$ cat src/rtl/core_sequencer_if.sv
// Control/status bundle between the core sequencer and the rest of the RiscyD2 core.
// The master side is the sequencer itself; the slave side is decode/execute/mmio.
interface core_sequencer_if;
    logic        run_i;
    logic        step_i;
    logic        illegal_i;
    logic        is_mem_i;
    logic        ex_busy_i;
    logic        mem_ready_i;
    logic        branch_taken_i;
    logic [31:0] target_i;
    logic [2:0]  state_o;
    logic [31:0] pc_o;
    logic        mem_req_o;
    logic        wb_en_o;
    logic        retired_o;
    logic [31:0] instret_o;
    logic        trap_o;
    logic [31:0] mepc_o;
    logic        halted_o;
    logic        timeout_o;

    modport master (
        input  run_i, step_i, illegal_i, is_mem_i, ex_busy_i, mem_ready_i,
               branch_taken_i, target_i,
        output state_o, pc_o, mem_req_o, wb_en_o, retired_o, instret_o,
               trap_o, mepc_o, halted_o, timeout_o
    );

    modport slave (
        output run_i, step_i, illegal_i, is_mem_i, ex_busy_i, mem_ready_i,
               branch_taken_i, target_i,
        input  state_o, pc_o, mem_req_o, wb_en_o, retired_o, instret_o,
               trap_o, mepc_o, halted_o, timeout_o
    );
endinterface

$ cat src/rtl/core_sequencer.sv
// Multi-cycle control sequencer: drives the shared phase bus, owns the PC, handles
// memory wait-states, execute stalls, traps, debug run/halt/step and instret.
module core_sequencer #(
    parameter logic [31:0] RESET_PC      = 32'h0000_0000,
    parameter logic [31:0] TRAP_VEC      = 32'h0000_0100,
    parameter int unsigned STALL_TIMEOUT = 255
) (
    input  logic               clk_i,
    input  logic               rst_i,
    core_sequencer_if.master   bus
);
    typedef enum logic [2:0] {
        ST_FETCH = 3'd0,
        ST_RF    = 3'd1,
        ST_EXEC  = 3'd2,
        ST_MEM   = 3'd3,
        ST_WB    = 3'd4,
        ST_HALT  = 3'd5
    } state_e;

    state_e      state_q, state_d;
    logic [31:0] pc_q, pc_d;
    logic [31:0] mepc_q, mepc_d;
    logic [31:0] instret_q, instret_d;
    logic [31:0] wait_cnt_q, wait_cnt_d;
    logic        timeout_q, timeout_d;
    logic        step_active_q, step_active_d;
    logic        trap_pend_q, trap_pend_d;

    logic        in_wb_s;
    logic        wb_trap_s;
    logic [31:0] wait_next_s;

    assign in_wb_s     = (state_q == ST_WB);
    assign wb_trap_s   = trap_pend_q | (bus.branch_taken_i & (bus.target_i[1:0] != 2'b00));
    assign wait_next_s = wait_cnt_q + 32'd1;

    // Next-state, PC, trap and counter update logic
    always_comb begin
        state_d       = state_q;
        pc_d          = pc_q;
        mepc_d        = mepc_q;
        instret_d     = instret_q;
        wait_cnt_d    = wait_cnt_q;
        timeout_d     = timeout_q;
        step_active_d = step_active_q;
        trap_pend_d   = trap_pend_q;
        case (state_q)
            ST_HALT: begin
                // A stall timeout parks the core here until reset
                if (timeout_q) begin
                    state_d = ST_HALT;
                end else if (bus.run_i) begin
                    state_d       = ST_FETCH;
                    step_active_d = 1'b0;
                end else if (bus.step_i) begin
                    state_d       = ST_FETCH;
                    step_active_d = 1'b1;
                end else begin
                    state_d = ST_HALT;
                end
            end
            ST_FETCH: begin
                state_d = ST_RF;
            end
            ST_RF: begin
                if (bus.illegal_i) begin
                    trap_pend_d = 1'b1;
                    state_d     = ST_WB;
                end else begin
                    state_d = ST_EXEC;
                end
            end
            ST_EXEC: begin
                if (bus.ex_busy_i) begin
                    state_d = ST_EXEC;
                end else if (bus.is_mem_i) begin
                    state_d    = ST_MEM;
                    wait_cnt_d = 32'd0;
                end else begin
                    state_d = ST_WB;
                end
            end
            ST_MEM: begin
                // Ready on the limit cycle still completes the access
                if (bus.mem_ready_i) begin
                    state_d = ST_WB;
                end else if ((STALL_TIMEOUT != 32'd0) && (wait_next_s == STALL_TIMEOUT)) begin
                    wait_cnt_d = wait_next_s;
                    timeout_d  = 1'b1;
                    state_d    = ST_HALT;
                end else begin
                    wait_cnt_d = wait_next_s;
                    state_d    = ST_MEM;
                end
            end
            ST_WB: begin
                trap_pend_d = 1'b0;
                if (wb_trap_s) begin
                    pc_d   = TRAP_VEC;
                    mepc_d = pc_q;
                end else begin
                    pc_d      = bus.branch_taken_i ? bus.target_i : (pc_q + 32'd4);
                    instret_d = instret_q + 32'd1;
                end
                if (step_active_q || !bus.run_i) begin
                    state_d       = ST_HALT;
                    step_active_d = 1'b0;
                end else begin
                    state_d = ST_FETCH;
                end
            end
            default: begin
                state_d = ST_HALT;
            end
        endcase
    end

    // State and architectural register update with synchronous reset
    always_ff @(posedge clk_i) begin
        if (rst_i) begin
            state_q       <= ST_HALT;
            pc_q          <= RESET_PC;
            mepc_q        <= 32'd0;
            instret_q     <= 32'd0;
            wait_cnt_q    <= 32'd0;
            timeout_q     <= 1'b0;
            step_active_q <= 1'b0;
            trap_pend_q   <= 1'b0;
        end else begin
            state_q       <= state_d;
            pc_q          <= pc_d;
            mepc_q        <= mepc_d;
            instret_q     <= instret_d;
            wait_cnt_q    <= wait_cnt_d;
            timeout_q     <= timeout_d;
            step_active_q <= step_active_d;
            trap_pend_q   <= trap_pend_d;
        end
    end

    assign bus.state_o   = state_q;
    assign bus.pc_o      = pc_q;
    assign bus.mepc_o    = mepc_q;
    assign bus.instret_o = instret_q;
    assign bus.timeout_o = timeout_q;
    assign bus.halted_o  = (state_q == ST_HALT);
    assign bus.mem_req_o = (state_q == ST_MEM);
    // Commit and trap strobes are the only outputs that see WB-time branch inputs
    assign bus.wb_en_o   = in_wb_s & ~wb_trap_s;
    assign bus.retired_o = in_wb_s & ~wb_trap_s;
    assign bus.trap_o    = in_wb_s & wb_trap_s;
endmodule

$ cat src/flat_wrapper.sv
// flat-port wrapper written by rule: the top's interface ports become plain ports
module core_sequencer_flat 
#(
    parameter logic [31:0] RESET_PC      = 32'h0000_0000,
    parameter logic [31:0] TRAP_VEC      = 32'h0000_0100,
    parameter int unsigned STALL_TIMEOUT = 255
)
  (clk_i, rst_i, bus_run_i, bus_step_i, bus_illegal_i, bus_is_mem_i, bus_ex_busy_i, bus_mem_ready_i, bus_branch_taken_i, bus_target_i, bus_state_o, bus_pc_o, bus_mem_req_o, bus_wb_en_o, bus_retired_o, bus_instret_o, bus_trap_o, bus_mepc_o, bus_halted_o, bus_timeout_o);
  core_sequencer_if bus_i ();
  input  logic clk_i;
  input  logic rst_i;
  input wire logic [$bits(bus_i.run_i)-1:0] bus_run_i;
  input wire logic [$bits(bus_i.step_i)-1:0] bus_step_i;
  input wire logic [$bits(bus_i.illegal_i)-1:0] bus_illegal_i;
  input wire logic [$bits(bus_i.is_mem_i)-1:0] bus_is_mem_i;
  input wire logic [$bits(bus_i.ex_busy_i)-1:0] bus_ex_busy_i;
  input wire logic [$bits(bus_i.mem_ready_i)-1:0] bus_mem_ready_i;
  input wire logic [$bits(bus_i.branch_taken_i)-1:0] bus_branch_taken_i;
  input wire logic [$bits(bus_i.target_i)-1:0] bus_target_i;
  output wire logic [$bits(bus_i.state_o)-1:0] bus_state_o;
  output wire logic [$bits(bus_i.pc_o)-1:0] bus_pc_o;
  output wire logic [$bits(bus_i.mem_req_o)-1:0] bus_mem_req_o;
  output wire logic [$bits(bus_i.wb_en_o)-1:0] bus_wb_en_o;
  output wire logic [$bits(bus_i.retired_o)-1:0] bus_retired_o;
  output wire logic [$bits(bus_i.instret_o)-1:0] bus_instret_o;
  output wire logic [$bits(bus_i.trap_o)-1:0] bus_trap_o;
  output wire logic [$bits(bus_i.mepc_o)-1:0] bus_mepc_o;
  output wire logic [$bits(bus_i.halted_o)-1:0] bus_halted_o;
  output wire logic [$bits(bus_i.timeout_o)-1:0] bus_timeout_o;
  assign bus_i.run_i = bus_run_i;
  assign bus_i.step_i = bus_step_i;
  assign bus_i.illegal_i = bus_illegal_i;
  assign bus_i.is_mem_i = bus_is_mem_i;
  assign bus_i.ex_busy_i = bus_ex_busy_i;
  assign bus_i.mem_ready_i = bus_mem_ready_i;
  assign bus_i.branch_taken_i = bus_branch_taken_i;
  assign bus_i.target_i = bus_target_i;
  assign bus_state_o = bus_i.state_o;
  assign bus_pc_o = bus_i.pc_o;
  assign bus_mem_req_o = bus_i.mem_req_o;
  assign bus_wb_en_o = bus_i.wb_en_o;
  assign bus_retired_o = bus_i.retired_o;
  assign bus_instret_o = bus_i.instret_o;
  assign bus_trap_o = bus_i.trap_o;
  assign bus_mepc_o = bus_i.mepc_o;
  assign bus_halted_o = bus_i.halted_o;
  assign bus_timeout_o = bus_i.timeout_o;
  core_sequencer #(.RESET_PC(RESET_PC), .TRAP_VEC(TRAP_VEC), .STALL_TIMEOUT(STALL_TIMEOUT)) u_core (.clk_i(clk_i), .rst_i(rst_i), .bus(bus_i));
endmodule
$ cat config.mk
export PLATFORM = sky130hd
export DESIGN_NAME = core_sequencer_flat
export DESIGN_NICKNAME = d
export VERILOG_FILES = /design/src/rtl/core_sequencer_if.sv /design/src/rtl/core_sequencer.sv /design/src/flat_wrapper.sv
export SDC_FILE = /design/constraint.sdc
export NUM_CORES = 1
export LEC_CHECK = 0
export CORE_MARGIN = 3
export CORE_UTILIZATION = 56
export DETAILED_ROUTE_END_ITERATION = 10
export PLACE_DENSITY = 0.86
export SLEW_MARGIN = 5
export SYNTH_ARGS = -nofsm -noshare
export SYNTH_HDL_FRONTEND = slang
export SYNTH_SLANG_ARGS = --single-unit
$ cat constraint.sdc
create_clock -name clk_i -period 8.4 [get_ports clk_i]
set_input_delay 1.68 -clock clk_i [delete_from_list [all_inputs] [get_ports clk_i]]
set_output_delay 1.68 -clock clk_i [all_outputs]
set_load 0.005 [all_outputs]
==> results.py <==
metrics = {
    "timing": {
        "fin_crit_sh_pct": 72.1,
        "fmax_ghz": 0.165,
        "tightest_slew_ns": 1.00,
        "finalSetupViolCount": 0,
        "slew_headroom_pct": 32.4,
        "hold_slack_ns": 0.452,
        "fin_crit_ns": 6.05,
        "rsz0062_at_grt": "no",
        "setup_tns_ns": 0,
        "hold_violations": 0,
        "fin_skew_ns": 0.00908,
        "maxSlewViolCount": 0,
    },
    "global_route": {
        "first_global_vias": 6307,
        "grt_pass1_wl_um": 31900,
        "grt_max_degree": 78,
        "grt_util_all_layers_pct": 27.5,
        "gr-total-overflow": 0,
        "antenna_found_initial": 1,
    },
    "power_and_ir_drop": {
        "combPwrFrac_pct": 10.0,
        "p_switching_uw": 384,
        "max-vdd-ir-drop_v": 0.000134,
        "pwr-share-seq_pct": 44.0,
        "power_mw": 1.52,
        "p_int_mw": 1.13,
        "switching_share_pct": 25.3,
        "p_per_area_mw_per_mm2": 170,
        "p_leak_nw": 2.93,
        "clkPwrFrac_pct": 46.0,
    },
    "synthesis": {
        "synth_area_leader_cell": "dfxtp_1",
        "synth_cell_types": 66,
        "ys_ff_latch": 134,
        "async_flop_share_pct": 0,
        "syn_avg_cell_area_um2": 7.50,
        "synth_edf_count": 0,
        "yosysSeqAreaShare_pct": 38.3,
        "yosys-top-cells-area": "dfxtp_1, nand2_1, a21oi_1",
        "yosysWarningCount": 0,
        "synth_nets": 978,
        "synth_area_mm2": 0.00700,
        "synth_common_cells": "nand2_1, dfxtp_1, nor2_1",
        "synth.most_common_cell": "nand2_1",
        "synthFlopType": "dfxtp_1",
        "synth_top_cell_area_share_pct": 38.3,
        "syn_inst": 933,
    },
    "cells_and_area": {
        "drive_gt1_share_pct": 5.61,
        "nets": 1085,
        "finalNonFillerCells": 1220,
        "syn_to_final_growth_pct": 28.0,
    },
    "clock_network": {
        "numCtsBuffers": 17,
        "htree_levels": 4,
        "postCtsSetupBuffers": 0,
        "cts_tree": "built",
        "clkLatencyLatePin_ns": 0.42,
        "cts_resized": 0,
        "cts_root_buf": "clkbuf_16",
        "cts_hold_buf": 0,
        "cts.sinks": 134,
        "cts_buffer_depth": 2,
        "clkTransAtPathRegs_ns": 0.06,
    },
    "status": {
        "outcome": "completed",
    },
    "placement": {
        "dp_hpwl_um": 13200,
        "port_buffers": 145,
        "placed_cells": 1189,
        "gp_congestion": 0.879,
    },
    "floorplan": {
        "start_util_pct": 57.8,
        "die_height_um": 118,
        "die_w_um": 118,
        "io_pins": 146,
        "dieArea_mm2": 0.0139,
        "core_area_mm2": 0.0121,
        "rows": 40,
    },
    "routing": {
        "wirelength_um": 19600,
        "dr.pass1.iters": 5,
        "ant_nets": 0,
        "drt_iter0_markers": 741,
        "vias_per_cell": 5.89,
        "routed-via-count": 7190,
        "drcViolationCount": 0,
        "wire_per_inst_um": 16.1,
    },
    "critical_path": {
        "arrival_ns": 4.37,
        "cp_max_fo": 61,
        "crit_path_end_kind": "output pin",
        "rr_worst_depth": 8,
        "cp.required_ns": 6.72,
        "startpoint_type": "input port",
        "crit_type": "in -> out",
    },
    "job": {
        "drv_cap": 0,
    },
    "worst_hold_path": {
        "hold_path_class": "reg -> reg",
        "hold_depth": 2,
    },
}
==> worst paths after layout <==
kind	startpoint	end	slack [ns]
worst max-delay path	bus_branch_taken_i	bus_retired_o	2.35
worst min register to register	u_core.bus.mepc_o[18]$_SDFFE_PP0P_	u_core.bus.mepc_o[18]$_SDFFE_PP0P_	0.45
worst max register to register	u_core.wait_cnt_q[0]$_SDFFE_PP0P_	u_core.bus.state_o[1]$_SDFF_PP0_	5.12
worst min-delay path	u_core.bus.mepc_o[18]$_SDFFE_PP0P_	u_core.bus.mepc_o[18]$_SDFFE_PP0P_	0.45
==> registers in the layout, indices dropped and copies added (netlist names) <==
name	count
u_core.bus.instret_o	32
u_core.bus.mepc_o	32
u_core.bus.pc_o	32
u_core.bus.state_o	3
u_core.bus.timeout_o	1
u_core.step_active_q	1
u_core.trap_pend_q	1
u_core.wait_cnt_q	32
==> routing by layer <==
layer	global-route usage [%]	vias up	routed length [um]
li1	-	3524	-
met1	35.8	3352	8370
met2	44.9	275	9450
met3	6.44	39	1310
met4	9.67	0	474
met5	0	-	0
==> metrics by stage <==
stage / utilization, % / setup WS [ns] / area, um2
global route: 73.9 / 2.20 / 8950
CTS: 73.9 / 2.39 / 8950
detailed placement: 69.3 / 2.41 / 8390
global placement: 69.3 / 2.45 / 8390
finish: 73.9 / 2.35 / 8950
floorplan: - / 3.80 / 7000
==> power groups by stage <==
stage | Sequential [mW] | Clock [mW] | Combinational [mW]
3_3_place_gp | 0.681 | 0 | 0.148
5_1_grt | 0.670 | 0.734 | 0.165
4_1_cts | 0.668 | 0.704 | 0.150
6_report | 0.668 | 0.698 | 0.152
2_1_floorplan | 0.673 | 0 | 0.0862
3_5_place_dp | 0.681 | 0 | 0.148
==> layout by cell type (no fill, tap or decap), types with 3 or more instances in the layout <==
| cell | n |
|---|---|
| or3_1 | 18 |
| a22oi_1 | 15 |
| o21ai_0 | 52 |
| nand2_1 | 159 |
| clkinv_4 | 4 |
| a311oi_1 | 11 |
| o31ai_1 | 9 |
| inv_1 | 16 |
| o41ai_1 | 4 |
| ha_1 | 4 |
| o211ai_1 | 3 |
| nor3_1 | 23 |
| clkdlybuf4s50_1 | 143 |
| nor4_1 | 10 |
| nand2b_1 | 3 |
| or4_1 | 3 |
| a32o_1 | 4 |
| clkinvlp_4 | 4 |
| o21a_1 | 3 |
| a21oi_1 | 93 |
| nand4_1 | 29 |
| dfxtp_1 | 134 |
| and4_1 | 7 |
| xnor2_1 | 16 |
| clkbuf_16 | 17 |
| or2_2 | 4 |
| mux2i_1 | 6 |
| and3_1 | 6 |
| buf_4 | 9 |
| a31oi_1 | 10 |
| a211oi_1 | 6 |
| nand3_1 | 35 |
| and2_1 | 8 |
| nor2_1 | 114 |
| xor2_1 | 26 |
==> worst max-delay path: stages <==
cell	delay, ns
buf_2	0.08
buf_4	0.48
o21a_1	0.27
nor2_1	0.08
nand2_1	0.53
clkinv_1	0.47
buf_4	0.31
clkdlybuf4s50_1	0.46
==> kinds of logic (layout without fill, tap and decap cells) <==
kind of cell               count (synthesis)  in the layout  share of synthesized area [%]
and+or+nand+nor                          439            439                           29.8
AOI/OAI and AO/OA                        225            225                           19.3
DFF                                      134            134                           38.3
adders and majority gates                  4              4                          0.715
buffers and inverters                     82            200                           5.49
muxes                                      7              7                           1.02
other                                      0              1                              0
xor gates and xnor gates                  42             42                           5.26
==> layout make-up <==
class	count	area, um2
repair buffers	153	1500
clock inverters	11	105
multi-input cells	717	3930
diodes	1	2.50
flip-flops and latches	134	2680
inverters	17	63.8
clock buffers	19	453
well taps	168	210
fillers	974	3160
(Power assumes the default switching activity.)
